==> src/rtl/seg_scan_driver.sv <==
// Multiplexed 7-segment scan driver: snapshots a packed digit word once per frame and
// time-multiplexes decoded digits onto a shared segment bus with one-hot commons.
module seg_scan_driver #(
    parameter int unsigned DIGITS         = 6,
    parameter int unsigned SCAN_DIV       = 1000,
    parameter bit          COM_ACTIVE_LOW = 1'b1
) (
    input  logic                  CLK,
    input  logic                  RST,
    input  logic [4*DIGITS-1:0]   BCD_IN,
    input  logic [DIGITS-1:0]     DOT_IN,
    input  logic                  HEX_MODE,
    input  logic                  BLANK_LZ,
    output logic [7:0]            SEG_DATA,
    output logic [DIGITS-1:0]     SEG_COM,
    output logic                  FRAME_TICK
);

    localparam int unsigned PRE_W = (SCAN_DIV > 1) ? $clog2(SCAN_DIV) : 1;
    localparam int unsigned IDX_W = (DIGITS > 1) ? $clog2(DIGITS) : 1;
    localparam logic [PRE_W-1:0]  PRE_LAST = PRE_W'(SCAN_DIV - 1);
    localparam logic [IDX_W-1:0]  IDX_LAST = IDX_W'(DIGITS - 1);
    localparam logic [DIGITS-1:0] COM_OFF  = COM_ACTIVE_LOW ? {DIGITS{1'b1}} : {DIGITS{1'b0}};

    logic [PRE_W-1:0]    r_pre;
    logic [IDX_W-1:0]    r_idx;
    logic                r_first;
    logic [4*DIGITS-1:0] r_snap_val;
    logic [DIGITS-1:0]   r_snap_dot;
    logic                r_snap_hex;
    logic                r_snap_blz;

    logic                w_pre_wrap;
    logic                w_load;
    logic [3:0]          w_digit;
    logic                w_dot;
    logic                w_blank_sel;
    logic                w_lead;
    logic [DIGITS-1:0]   w_blank;
    logic [DIGITS-1:0]   w_onehot;
    logic [DIGITS-1:0]   w_com_on;
    logic [6:0]          w_seg7;
    logic [7:0]          w_seg;

    assign w_pre_wrap = (r_pre == PRE_LAST);
    assign w_load     = r_first | (w_pre_wrap & (r_idx == IDX_LAST));

    // Leading-zero mask: stays set from the top digit down until a nonzero or dotted digit
    always_comb begin
        w_lead  = 1'b1;
        w_blank = '0;
        for (int i = int'(DIGITS) - 1; i >= 0; i--) begin
            if ((r_snap_val[4*i +: 4] != 4'h0) || r_snap_dot[i]) begin
                w_lead = 1'b0;
            end
            w_blank[i] = r_snap_blz & w_lead & (i != 0);
        end
    end

    always_comb begin
        w_digit     = 4'h0;
        w_dot       = 1'b0;
        w_blank_sel = 1'b0;
        w_onehot    = '0;
        for (int i = 0; i < int'(DIGITS); i++) begin
            if (r_idx == IDX_W'(i)) begin
                w_digit     = r_snap_val[4*i +: 4];
                w_dot       = r_snap_dot[i];
                w_blank_sel = w_blank[i];
                w_onehot[i] = 1'b1;
            end
        end
        w_com_on = COM_ACTIVE_LOW ? ~w_onehot : w_onehot;
    end

    // Segment decode, bit order {a,b,c,d,e,f,g}
    always_comb begin
        w_seg7 = 7'b0000000;
        case (w_digit)
            4'h0: w_seg7 = 7'b1111110;
            4'h1: w_seg7 = 7'b0110000;
            4'h2: w_seg7 = 7'b1101101;
            4'h3: w_seg7 = 7'b1111001;
            4'h4: w_seg7 = 7'b0110011;
            4'h5: w_seg7 = 7'b1011011;
            4'h6: w_seg7 = 7'b1011111;
            4'h7: w_seg7 = 7'b1110000;
            4'h8: w_seg7 = 7'b1111111;
            4'h9: w_seg7 = 7'b1111011;
            4'hA: w_seg7 = r_snap_hex ? 7'b1110111 : 7'b0000000;
            4'hB: w_seg7 = r_snap_hex ? 7'b0011111 : 7'b0000000;
            4'hC: w_seg7 = r_snap_hex ? 7'b1001110 : 7'b0000000;
            4'hD: w_seg7 = r_snap_hex ? 7'b0111101 : 7'b0000000;
            4'hE: w_seg7 = r_snap_hex ? 7'b1001111 : 7'b0000000;
            default: w_seg7 = r_snap_hex ? 7'b1000111 : 7'b0000000;
        endcase
        if (w_blank_sel) begin
            w_seg7 = 7'b0000000;
        end
        w_seg = {w_seg7, w_dot};
    end

    // Scan counters, frame snapshot and registered outputs
    always_ff @(posedge CLK) begin
        if (RST) begin
            r_pre      <= '0;
            r_idx      <= '0;
            r_first    <= 1'b1;
            r_snap_val <= '0;
            r_snap_dot <= '0;
            r_snap_hex <= 1'b0;
            r_snap_blz <= 1'b0;
            SEG_DATA   <= 8'h00;
            SEG_COM    <= COM_OFF;
            FRAME_TICK <= 1'b0;
        end else begin
            r_pre <= w_pre_wrap ? '0 : r_pre + PRE_W'(1);
            if (w_pre_wrap) begin
                r_idx <= (r_idx == IDX_LAST) ? '0 : r_idx + IDX_W'(1);
            end
            if (w_load) begin
                r_snap_val <= BCD_IN;
                r_snap_dot <= DOT_IN;
                r_snap_hex <= HEX_MODE;
                r_snap_blz <= BLANK_LZ;
            end
            r_first    <= 1'b0;
            FRAME_TICK <= w_load;
            SEG_DATA   <= w_seg;
            SEG_COM    <= (r_pre == '0) ? COM_OFF : w_com_on;
        end
    end

endmodule

==> config.mk <==
export PLATFORM = sky130hd
export DESIGN_NAME = seg_scan_driver
export DESIGN_NICKNAME = d
export VERILOG_FILES = /design/src/rtl/seg_scan_driver.sv
export SDC_FILE = /design/constraint.sdc
export NUM_CORES = 1
export LEC_CHECK = 0
export BUFFER_PORTS_ARGS = -buffer_cell sky130_fd_sc_hd__buf_4
export CAP_MARGIN = 15
export CORE_ASPECT_RATIO = 1.5
export CORE_UTILIZATION = 45
export CTS_BUF_LIST = sky130_fd_sc_hd__clkbuf_4
export DETAILED_ROUTE_END_ITERATION = 10
export PLACE_DENSITY_LB_ADDON = 0.05
export SYNTH_ARGS = -nofsm -noshare
export SYNTH_HDL_FRONTEND = slang
export SYNTH_SLANG_ARGS = --single-unit
==> constraint.sdc <==
create_clock -name CLK -period 3.6 [get_ports CLK]
set_clock_uncertainty 0.2 [all_clocks]
set_input_delay 0.18 -clock CLK [delete_from_list [all_inputs] [get_ports CLK]]
set_output_delay 0.18 -clock CLK [all_outputs]
set_load 0.02 [all_outputs]
==> results.md, run 1 <==
- Status: finished clean
- DRC violations left: 0
- Post-CTS resize count: 0
- Most frequent cells after synthesis: nand2_1 (72), dfxtp_1 (61), a21oi_1 (36), nor2_1 (29)
- Max Buffers Root-to-Sink: 2
- Leakage: 1.57 nW
- Layout Nets: 475
- FFs w/ async S/R, synth: 0
- Max_slew headroom: 0.428
- All-Layer GR Usage: 0.249
- EDFF count, synth: 0
- Top-Level Pins: 49
- Critical path data required time: ~3700 ps
- First-pass GRT wire length: 12300 um
- Hold Path Sink: r_pre[0]
- Minimum clock period: 2840 ps
- Hold_sp: r_pre[0]
- Cell Int Power: 970 uW
- Width of the die: 66.5 um
- Crit Path Max Fanout: 11
- Wirelength, routed: 7180 um
- WHS: 280 ps
- Antenna violations before repair: 0
- Wirelength per Cell: 14.0 um
- CTS sink cnt: just over 60
- Detailed router's first-iteration violation count: 102
- Final cell count without fillers: 514
- YS warnings: 0
- #FFs+latches synth: 61
- Synthesis-to-finish area growth: 38.2%
- Mapped cell area: approximately 2800 um2
- Area share of the largest cell type after synthesis: 0.435
- Reg2Reg Depth: 7
- RSZ-0062 raised after global routing: no
- Die Ht: around 99 um
- Pre-antenna DRT Iters: 4
- DP HPWL: 4650 um
- Area of the core: ~5900 um2
- Syn Nets: between 300 and 400
- Sw power: 369 uW
- Reg2Reg Setup Slack: ~760 ps
- CTS tree: done
- Maximum VDD drop: 0.000256 V
- Most instantiated library cell after synthesis: nand2_1
- Number of CTS-inserted buffers: 9
- Clock transition at the registers of the reported paths: 110 ps
- # rows: 34
- Vias in the first global route: 2728
- Initial Util: 0.474
- Least-Margin Pin Slew: 849 ps
- DIE AREA: 6560 um2
- Routability cong.: 0.850
- Setup violators final: 0
- Seq/Total Area, Yosys: 0.435
- Grt ovf: 0
- Dominant cells by area after synthesis: dfxtp_1 (44%), nand2_1 (9.6%), a21oi_1 (6.4%)
- Share of cells above drive strength 1: 0.186
- Clock share of power: 0.286
- Crit Path Category: reg2reg
- Inst Count DP: between 400 and 500
- Final Cycle Share: 0.790
- Worst skew pair latency: 410 ps
- Hold path depth: 1
- Mean Syn Cell Area: about 8.3 um2
- Hold WC Path Type: reg2reg
- Largest net degree at the start of global routing: 43
- Antenna diode count: 0
- Port Buffer Count: 48
- Setup_tns: 0 ps
- Placement Cell Area: 3180 um2
- Power, Total: 1.34 mW
- CTS H-tree lvls: 3
- DR vias: 2713
- Cell taking the most area after synthesis: dfxtp_1
- Cell variety after synth: 48
- Pwr Density: between 300 and 400 nW/um2
- Dominant synthesized flop cell: dfxtp_1
- Hold Vio Cnt, Final: 0
- Crit path DAT: 2920 ps
- Sw Ratio: 0.276
- Reg2reg end: SEG_DATA[6]
- Crit start category: flop
- Crit end category: flop
- Comb pwr share: 0.166
- Final slew viol count: 0
- Vias per inst: 5.28
- Synth Instances: around 340
- Fmax: ~0.35 GHz
- Clock root buffer master: clkbuf_4
- Max Cap Viol: 0
- Post-route ant nets: 0
- Design area: approximately 3900 um2
- RR Startpoint: r_idx[2]
- Flop pwr share: 0.548
[critical path, cell delays in order, from the launching register on]
cell	delay [ps]
dfxtp_1	510
inv_1	130
ha_1	310
nor2_1	510
a311o_1	550
nor2_1	90
a221oi_1	300
a31oi_1	110
[how the worst max path moves through the flow]
stage / end / depth (start not counted) / slack, ps / from
after floorplan: SEG_DATA[1] / 10 / 950 / r_idx[0]
after global placement: SEG_DATA[6] / 7 / 840 / r_idx[2]
after detailed placement: SEG_DATA[6] / 7 / 780 / r_idx[2]
after CTS: SEG_DATA[6] / 7 / 790 / r_idx[2]
after global routing: SEG_DATA[6] / 7 / 530 / r_idx[2]
final: SEG_DATA[6] / 7 / 760 / r_idx[2]
[per-layer routing]
layer / vias up / share of wire / routed length, um / global-route usage
li1: 1364 / - / - / -
met3: 16 / 0.038 / 276 / 0.0451
met2: 68 / 0.52 / 3770 / 0.434
met4: 0 / 0.025 / 177 / 0.142
met1: 1265 / 0.41 / 2960 / 0.274
met5: - / 0 / 0 / 0
[final cells by class]
| type | instances | area [um2] |
|---|---|---|
| fillers | 535 | 2040 |
| multi-input cells | 245 | 1440 |
| flip-flops and latches | 61 | 1220 |
| repair buffers | 111 | 981 |
| well taps | 72 | 90.1 |
| clock buffers | 10 | 75.1 |
| inverters | 10 | 37.5 |
| clock inverters | 5 | 28.8 |
[registers in the layout, summed over array words and instances, names as in the netlist]
signal,flops
r_snap_hex,1
r_snap_dot,6
SEG_DATA,8
r_idx,3
r_first,1
SEG_COM,6
r_pre,10
r_snap_val,24
r_snap_blz,1
FRAME_TICK,1
[repair_timing]
action                                  4_1_cts  5_1_grt
endpoints found under the setup margin        0        0
hold buffers                                 59        0
setup buffers                                 0        0
hold endpoints to repair                     38        0
[per-stage QoR]
stage	setup WS [ps]	utilization
4_1_cts	790	0.656
6_report	756	0.656
2_1_floorplan	953	-
5_1_grt	526	0.656
3_5_place_dp	780	0.538
3_3_place_gp	845	0.538
[power groups by stage]
| stage | clock network (mW) | logic [mW] | registers (mW) |
|---|---|---|---|
| finish | 0.383 | 0.222 | 0.733 |
| detailed placement | 0 | 0.169 | 0.748 |
| global route | 0.430 | 0.245 | 0.737 |
| floorplan | 0 | 0.0985 | 0.751 |
| CTS | 0.400 | 0.219 | 0.733 |
| global placement | 0 | 0.168 | 0.748 |
[cell usage in the layout, fill, tap and decap left out, types with 10 or more instances in the layout]
cell type / netlist / layout
a21oi_1: 36 / 35
buf_4: 1 / 52
clkbuf_4: 0 / 10
dfxtp_1: 61 / 61
dlygate4sd3_1: 0 / 59
inv_1: 10 / 10
mux2i_1: 11 / 11
nand2_1: 72 / 72
nand3_1: 10 / 10
nor2_1: 29 / 29
[logic make-up (layout without fill, tap and decap cells)]
family                     after synthesis  after routing  synth area share
DFF                                     61             61             0.435
xor gates and xnor gates                10             10            0.0312
adders and majority gates                3              3            0.0134
and+or+nand+nor                        144            144             0.239
buffers and inverters                   30            136            0.0517
muxes                                   11             11            0.0393
AOI/OAI and AO/OA                       77             77             0.190
No activity file was read; power rests on OpenSTA's default activity.
==> inputs of run 2 (changes only) <==
==> constraint.sdc (replaced) <==
create_clock -name CLK -period 2.97 [get_ports CLK]
set_clock_uncertainty 0.2 [all_clocks]
set_input_delay 0.1485 -clock CLK [delete_from_list [all_inputs] [get_ports CLK]]
set_output_delay 0.1485 -clock CLK [all_outputs]
set_load 0.02 [all_outputs]
==> results.md, run 2 (synthesis results as in run 1) <==
- Status: finished clean
- Most frequent cells in the layout: nand2_1 (72), dlygate4sd3_1 (65), dfxtp_1 (61), buf_4 (54), a21oi_1 (35)
- CTS tree: done
- Crit Path Max Fanout: 31
- DP HPWL: 4580 um
- Critical path data required time: 3100 ps
- Post-route ant nets: 0
- All-Layer GR Usage: 0.240
- Vias per inst: 5.18
- Area of the multi-input gates: ~1500 um2
- Max Buffers Root-to-Sink: 2
- Wirelength per Cell: between 10 and 15 um
- Top Registers: r_snap_val (24), r_pre (10), SEG_DATA (8)
- Reg2Reg Setup Slack: 250 ps
- Pwr Density: 410 nW/um2
- End point of the critical path: r_snap_dot[0]
- Port Buffer Count: 48
- Fmax: 0.368 GHz
- Setup slack after layout: roughly 250 ps
- Setup bufs post-CTS: 0
- Leakage: 1.62 nW
- Antenna diode count: 0
- Clock root buffer master: clkbuf_4
- FILL cells: 481
- FF/Latch Area: 1220 um2
- Crit end category: flop
- Reg2Reg Depth: 8
- Crit Path Category: reg2reg
- Layout Nets: 483
- Power, Total: approximately 1.6 mW
- GR Util met1: 0.269
- Setup_tns: 0 ps
- Worst skew pair latency: 400 ps
- Die Ht: 98.7 um
- RSZ-0062 raised after global routing: no
- Cell Chain, Critical Path: ha_1 > nand4_1 > nor2_2 > a21o_1 > buf_4 > nand2_1 > a21oi_1 > dlygate4sd3_1
- Final slew viol count: 0
- Detailed router's first-iteration violation count: 105
- Post-layout util: 0.669
- Width of the die: 66.5 um
- Buf+Inv Stages, Crit Path: 2
- Crit start category: flop
- Wirelength, routed: 7060 um
- Top reg by flops: r_snap_val
- Top-Level Pins: 49
- Largest register FFs: 24
- Initial Util: 0.474
- Largest net degree at the start of global routing: 43
- Reg2reg end: r_snap_dot[0]
- Least-Margin Pin Slew: 838 ps
- CP top delay family: buffers and inverters
- Crit path DAT: roughly 2900 ps
- CTS H-tree lvls: 3
- First-pass GRT wire length: 11900 um
- Max_slew headroom: 0.435
- Minimum clock period: 2720 ps
- Met2 Use GR: 0.424
- Hold WC Path Type: reg2reg
- DRC violations left: 0
- # rows: 34
- Max stage delay on crit path: 600 ps
- Max Cap Viol: 0
- CTS sink cnt: 61
- Vias in the first global route: 2667
- Hold Vio Cnt, Final: 0
- Setup crit start: r_pre[0]
- Maximum VDD drop: 0.000356 V
- Area of the core: 5910 um2
- Number of CTS-inserted buffers: 9
- Routability cong.: 0.797
- Met3 Track Usage GR: 0.0556
- RR Startpoint: r_pre[0]
- Final Cycle Share: 0.914
- Most common cell after layout, fill and taps aside: nand2_1
- Layer with the highest usage: met2
- Setup violators final: 0
- Worst slack, placed: 453 ps
- Crit path depth: 8
- Clock transition at the registers of the reported paths: 90 ps
- DR vias: around 2700
- DIE AREA: about 6600 um2
- Antenna violations before repair: 0
- Grt ovf: 0
- Synthesis-to-finish area growth: 41.1%
- Pre-antenna DRT Iters: 4
- Share of cells above drive strength 1: 0.187
- Crit path max-delay cell type: dlygate4sd3_1
## run 2: cell count changes in the layout (fill, tap and decap cells not counted)
cell           delta
dlygate4sd3_1     +6
buf_4             +2
clkinv_1          +2
clkinvlp_4        -2
nor2_1            -2
nor2_2            +2
a21oi_2           -1
a21oi_4           +1
clkbuf_4          +1
clkinv_2          -1
## run 2: repair_timing
| action | in CTS | in global routing |
|---|---|---|
| endpoints found under the setup margin | 0 | 19 |
| gates resized for setup | 0 | 3 |
| endpoints found under the hold margin | 38 | 0 |
| hold buffers | 65 | 0 |
## run 2: worst min-delay path by stage
stage / start / cells after the start / slack (ps) / end
final: r_pre[0] / 1 / 280 / r_pre[0]
after CTS: r_pre[0] / 1 / 290 / r_pre[0]
after global placement: BCD_IN[20] / 3 / 210 / r_snap_val[20]
after floorplan: RST / 0 / -20 / r_first
after global routing: r_pre[0] / 1 / 320 / r_pre[0]
after detailed placement: BLANK_LZ / 3 / 210 / r_snap_blz
## run 2: routing by layer
layer,part of all wire,wire length (um)
met5,0,0
met4,0.017,119
met3,0.038,266
met2,0.53,3760
met1,0.41,2910
## run 2: stage by stage
step	std cells	instance area [um2]	hold slack (ps)
after detailed placement	442	3200	209
final	522	3960	282
after floorplan	336	2810	-23.8
after global routing	522	3960	325
after global placement	442	3200	207
after CTS	522	3950	286
## run 2: cell type report
class | count | area share
repair buffers | 119 | 0.267
inverters | 10 | 0.00948
well taps | 72 | 0.0228
clock buffers | 11 | 0.0209
clock inverters | 4 | 0.00411
flip-flops and latches | 61 | 0.308
multi-input cells | 245 | 0.368
## run 2: where the power goes
part	internal (mW)	switching (mW)	total (mW)
Clock	0.177	0.283	0.460
Sequential	0.858	0.0299	0.887
Combinational	0.153	0.123	0.277
